### config.mk
export PLATFORM = sky130hd
export DESIGN_NAME = bb_shift_accumulator
export DESIGN_NICKNAME = d
export VERILOG_FILES = /design/src/rtl/bb_shift_accumulator.sv
export SDC_FILE = /design/constraint.sdc
export NUM_CORES = 1
export LEC_CHECK = 0
export CAP_MARGIN = 10
export CORE_ASPECT_RATIO = 1.2
export CORE_MARGIN = 4
export CORE_UTILIZATION = 35
export CTS_CLUSTER_SIZE = 24
export DETAILED_ROUTE_END_ITERATION = 7
export PLACE_DENSITY = 0.62
export SETUP_SLACK_MARGIN = 0.3
export SYNTH_ARGS = -nofsm -noshare
export SYNTH_HDL_FRONTEND = slang
export SYNTH_SLANG_ARGS = --single-unit
### constraint.sdc
create_clock -name clk -period 4.3 [get_ports clk]
set_clock_uncertainty 0.2 [all_clocks]
set_input_delay 0.86 -clock clk [delete_from_list [all_inputs] [get_ports clk]]
set_output_delay 0.86 -clock clk [all_outputs]
set_load 0.1 [all_outputs]
### src/rtl/bb_shift_accumulator.sv
// bb_shift_accumulator: weights bit-blade partial sums by 4^(i+j)
// and accumulates 16 beats into one signed dot product.
module bb_shift_accumulator #(
  parameter int PSUM_W    = 10,
  parameter int ACC_W     = 20,
  parameter int NUM_BLADE = 4
) (
  input  logic              clk,
  input  logic              rst,
  input  logic              clr,
  input  logic              in_valid,
  output logic              in_ready,
  input  logic [PSUM_W-1:0] psum,
  output logic              out_valid,
  input  logic              out_ready,
  output logic [ACC_W-1:0]  result,
  output logic [3:0]        step
);

  localparam int BW   = $clog2(NUM_BLADE);
  localparam int LAST = NUM_BLADE * NUM_BLADE - 1;

  typedef enum logic {
    ST_ACC,
    ST_DONE
  } state_t;

  state_t             state_q;
  state_t             state_d;
  logic [ACC_W-1:0]   acc_q;
  logic [ACC_W-1:0]   acc_d;
  logic [ACC_W-1:0]   result_d;
  logic [3:0]         step_d;
  logic [BW:0]        blade_sum;
  logic [BW+1:0]      shamt;
  logic [ACC_W-1:0]   psum_ext;
  logic [ACC_W-1:0]   term;
  logic               accept;

  // Blade-pair weight: shift by 2*(i+j), i and j taken from the step index.
  always_comb begin
    blade_sum = {1'b0, step[2*BW-1:BW]} + {1'b0, step[BW-1:0]};
    shamt     = {blade_sum, 1'b0};
    psum_ext  = {{(ACC_W-PSUM_W){psum[PSUM_W-1]}}, psum};
    term      = psum_ext << shamt;
    accept    = in_valid & in_ready;
  end

  // State and datapath registers.
  always_ff @(posedge clk or posedge rst) begin
    if (rst) begin
      state_q <= ST_ACC;
      acc_q   <= '0;
      result  <= '0;
      step    <= '0;
    end else begin
      state_q <= state_d;
      acc_q   <= acc_d;
      result  <= result_d;
      step    <= step_d;
    end
  end

  // Next-state: accumulate, close a group, drain or abandon.
  always_comb begin
    state_d  = state_q;
    acc_d    = acc_q;
    result_d = result;
    step_d   = step;
    if (clr) begin
      state_d = ST_ACC;
      acc_d   = '0;
      step_d  = '0;
    end else begin
      unique case (state_q)
        ST_ACC: begin
          if (accept) begin
            if (step == 4'(LAST)) begin
              result_d = acc_q + term;
              acc_d    = '0;
              step_d   = '0;
              state_d  = ST_DONE;
            end else begin
              acc_d  = acc_q + term;
              step_d = step + 4'd1;
            end
          end
        end
        ST_DONE: begin
          if (out_ready) begin
            state_d = ST_ACC;
            if (accept) begin
              acc_d  = term;
              step_d = 4'd1;
            end
          end
        end
        default: state_d = ST_ACC;
      endcase
    end
  end

  // Handshake outputs decoded from state.
  always_comb begin
    out_valid = (state_q == ST_DONE);
    in_ready  = (state_q == ST_ACC) | out_ready;
  end

endmodule
Yosys cells after proc, flatten, opt, wreduce, memory -nomap -nowiden
Cells that the tools add are included.
{ "totals": {"reg_bits": 45, "in_bits": 15, "out_inout_bits": 26, "wordCells": 35} }
{ "classes": {"addsub": 3, "n_eq_ne": 4, "shift": 1, "muxes": 17, "n_bitwise": 4, "reduce_logical": 2} }
{ "ops": {"columns": ["op", "count"], "rows": [
  ["$mux 20", 5],
  ["$pmux 20 s2", 1],
  ["$add 20x20->20", 1],
  ["$mux 4", 5],
  ["$shl 20x4->20", 1],
  ["$pmux 4 s2", 1],
  ["$ne 3x3->1 const B", 2],
  ["$add 4x1->4 const B", 1],
  ["$eq 4x4->1 const B", 1],
  ["$mux 1", 4],
  ["$reduce_and 4->1", 1],
  ["$add 2x2->3", 1],
  ["$ne 3x2->1 const B", 1],
  ["$reduce_and 3->1", 1],
  ["$not 1->1", 2],
  ["$pmux 1 s2", 1],
  ["$and 1x1->1", 1],
  ["$or 1x1->1", 1]
]} }

Logic depth before layout (Yosys ltp)
{ "depth": {"word_depth": 7, "mapped_depth": 19, "mapped_depth_nobuf": 18} }

Worst setup path before layout
Ideal clock, no wire load.
{ "synth_timing": {"path_type": "register to register", "startpoint": "reg step[2]", "endpoint": "reg result[18]", "setup_time_ns": 0.069, "t_arrival_ns": 4.439, "required_ns": 4.031, "path_slack_ns": -0.408, "path_stages_with_launch": 17, "n_path_buf": 1, "period_less_slack_ns": 4.708, "path_cell_list": "dfrtp_1 > ha_1 > inv_1 > fa_1 > clkbuf_1 > inv_1 > o21ai_0 > o22ai_1 > ha_1 > and3_1 > and3_1 > and2_1 > and2_1 > o2bb2ai_2 > and4bb_1 > a311oi_1 > mux2_2"} }
{ "synth_via": {"elab_chain_len": 3, "word_cells_on_any_way": 5, "cone_classes": "add/sub: 2; eq/ne: 1; shift: 1; reduce/logical: 1"} }
{ "synth_rtl": {"columns": ["element", "line", "rtl"], "rows": [
  ["start, declared", "17", "output logic [3:0] step"],
  ["start signal, assigned", "60", "step <= step_d;"],
  ["$add 2x2->3", "42", "blade_sum = {1'b0, step[2*BW-1:BW]} + {1'b0, step[BW-1:0]};"],
  ["$shl 20x4->20", "45", "term = psum_ext << shamt;"],
  ["$add 20x20->20", "79", "result_d = acc_q + term;"],
  ["end signal, assigned", "59", "result <= result_d;"],
  ["end, declared", "16", "output logic [ACC_W-1:0] result,"]
]} }
Several ways; a longest one is shown, not always the timed one.
A chain may end at the register's enable or synchronous reset.

Worst setup path in the final report
{ "layout_timing": {"startpoint": "reg step[0]", "endpoint": "reg result[18]"} }
Same word-level chain as after synthesis.

==> metrics.txt <==
final slew viol count=0; P_sw=0.635 mW; placed cells=548; die area=11500 µm²; final setup margin=0.300 ns; # nets final=483; LEAKAGE=2.00 nW; Internal=1.06 mW; Worst Hold Class=reg2reg; Bufs on Longest Clock Path=2; GR Util All Layers=17.0%; EDFF count, synth=0; WHS=0.276 ns; total of max-cap violations=0; violation count after the first detailed-route iteration=245; sequential fraction of the synthesis area=32.8%; RSZ-0062 raised after global routing=yes; synthesized flop and latch total=45; RD Place Congestion=0.907; status=finished, final reports clean; total power=1.69 mW; Final TNS setup=0 ns; CP endpoint kind=register; CTS Buf Count=5; Synth Warn #=0; most common cell after layout, fill and taps aside=nand2_1; commonest cells after routing, fill and taps aside=48 x nand2_1, 41 x dfrtp_1, 40 x o21ai_0, 39 x clkdlybuf4s50_1, 33 x buf_4; maximum vdd drop=211 µV; Crit Path Category=reg2reg; largest stage delay on the critical path=0.50 ns; Port Buf Inserts=40; Die H=116 µm; power share of the combinational group=46.5%; Worst-Margin Slew=1.00 ns; Max H-tree Level=2; pin count of the biggest net entering global routing=46; Clock power frac=23.3%; Seq pwr share=30.2%; Core Region=9560 µm²; clk root buf=clkbuf_16; first-pass GRT wire length=15700 µm; CP max stage cell=dfrtp_4; final period utilization=93.0%; FFs w/ async S/R, synth=100%; post-place setup slack=-0.311 ns; routed vias=3229; CP Data Required Time=4.27 ns; Antenna diodes=0; die width=98.4 µm; post-synthesis net count=420; TritonCTS clock tree=built; layout cells sized above 1=22.7%; DRT Pass-1 Iters=5; Syn Area/Cell=8.82 µm²; minimum clock period=4.00 ns; crit path max fanout=6; Top Family by Delay on Critical Path=adder cells; Layout Utilization=46.8%; drt drc=0; CP Data Arrival Time=3.97 ns; final std cells w/o fill=576; row count=39; CP Buf/Inv Count=1; cells after synthesis=389; Sw Share=37.5%; synth-to-layout area growth=30.4%; CP Launch Type=register; clock sinks=45; initial core utilization=35.9%; vias in the first global route=3008; Worst-Skew Late Latency=0.29 ns; PD cells=378 nW/µm²; WL final=9780 µm; CTS clk-pin slew, worst paths=0.06 ns; via density per instance=5.61; detailed placement HPWL=6950 µm; DP Area=4050 µm²; Slew HR=33.0%; Final ANT Viol Nets=0; Mapped Area=3430 µm²; initial antenna violation count=0; Routed WL per cell=17.0 µm; final setup vio count=0; fmax=250 MHz; Critical Path, Cell by Cell=ha_4 -> inv_2 -> fa_2 -> and4b_1 -> xor2_1 -> ha_2 -> a31oi_2 -> o21ai_2 -> and2_4 -> maj3_2 -> a221oi_4 -> o2bb2ai_4 -> and4bb_1 -> a311oi_2 -> mux2_4; IO Count=41; Synth Flop Type=dfrtp_1; Overflow after GRT=0; Yosys cell types=61; Hold Vio Cnt, Final=0; design area=4480 µm²
-- path summary, 6_finish.rpt --
kind / startpoint / end / slack (ns) / depth (start not counted)
min in group asynchronous: rst / result[6]$_DFFE_PP0P_ / 0.93 / 2
hold / removal: result[11]$_DFFE_PP0P_ / result[11]$_DFFE_PP0P_ / 0.28 / 2
setup / recovery: step[0]$_DFFE_PP0P_ / result[18]$_DFFE_PP0P_ / 0.30 / 15
hold reg to reg: result[11]$_DFFE_PP0P_ / result[11]$_DFFE_PP0P_ / 0.28 / 2
setup reg to reg: step[0]$_DFFE_PP0P_ / result[18]$_DFFE_PP0P_ / 0.30 / 15
max in group asynchronous: rst / step[3]$_DFFE_PP0P_ / 2.23 / 2
-- sequential cells by signal (all words and copies together), names as in the netlist --
name and count:
acc_q 20, result 20, out_valid 1, step 4
-- cell families after synthesis --
| family | count (synthesis) | synth area share, % |
|---|---|---|
| xor gates and xnor gates | 23 | 5.87 |
| AOI/OAI and AO/OA | 132 | 26.4 |
| adders and majority gates | 21 | 7.69 |
| DFF | 45 | 32.8 |
| and+or+nand+nor | 117 | 16.0 |
| muxes | 21 | 7.40 |
| buffers and inverters | 30 | 3.79 |
-- layer usage --
layer / vias to the layer above / share of wire [%] / global-route usage (%) / wire, µm
li1: 1559 / - / - / -
met1: 1564 / 43 / 20.9 / 4240
met2: 95 / 51 / 31.4 / 5010
met3: 11 / 4.0 / 2.51 / 396
met4: 0 / 1.4 / 3.83 / 135
met5: - / 0 / 0 / 0
-- worst min-delay path, cell delays in order (launching register included) --
cell     delay (ns)
dfrtp_1        0.34
nand2_1        0.05
o21ai_0        0.06
-- synth_stat cells, types with 4 or more instances --
| cell type | number | area share [%] |
|---|---|---|
| o21ai_0 | 44 | 6.4 |
| a21oi_1 | 21 | 3.1 |
| maj3_2 | 5 | 1.6 |
| o21ai_1 | 4 | 0.58 |
| xnor2_1 | 14 | 3.6 |
| clkbuf_1 | 12 | 1.3 |
| and3_1 | 8 | 1.5 |
| nor3_1 | 6 | 0.87 |
| and2_1 | 6 | 1.1 |
| nand2b_1 | 7 | 1.3 |
| dfrtp_1 | 45 | 33 |
| xor2_1 | 9 | 2.3 |
| nand2_1 | 49 | 5.4 |
| inv_1 | 12 | 1.3 |
| nor2_1 | 26 | 2.8 |
| a22o_1 | 9 | 2.3 |
| a21o_1 | 10 | 2.2 |
| ha_1 | 15 | 5.5 |
| a31oi_1 | 6 | 1.1 |
| mux2_2 | 9 | 3.0 |
| a22oi_1 | 7 | 1.5 |
| mux2i_1 | 7 | 2.0 |
| mux2_4 | 4 | 1.7 |
-- power groups by stage --
stage	sequential, mW	clock [mW]	combinational (mW)
floorplan	0.515	0	0.517
finish	0.511	0.394	0.788
CTS	0.509	0.407	0.725
detailed placement	0.517	0	0.683
global route	0.515	0.422	0.862
global placement	0.516	0	0.668
-- layout make-up --
cell class                 instances  area [µm²]
multi-input combinational        314        2330
tap                              123         154
sequential                        45        1140
fill                             952        5090
timing repair buffer              73         649
clock buffer                       8         146
inverter                          13        50.0
-- repair_timing --
item / in CTS / in global routing
pin swaps: 9 / 11
hold buffers: 0 / 0
resized for setup: 13 / 21
setup endpoints to repair: 16 / 23
buffers inserted: 10 / 10
(Power assumes the default switching activity.)
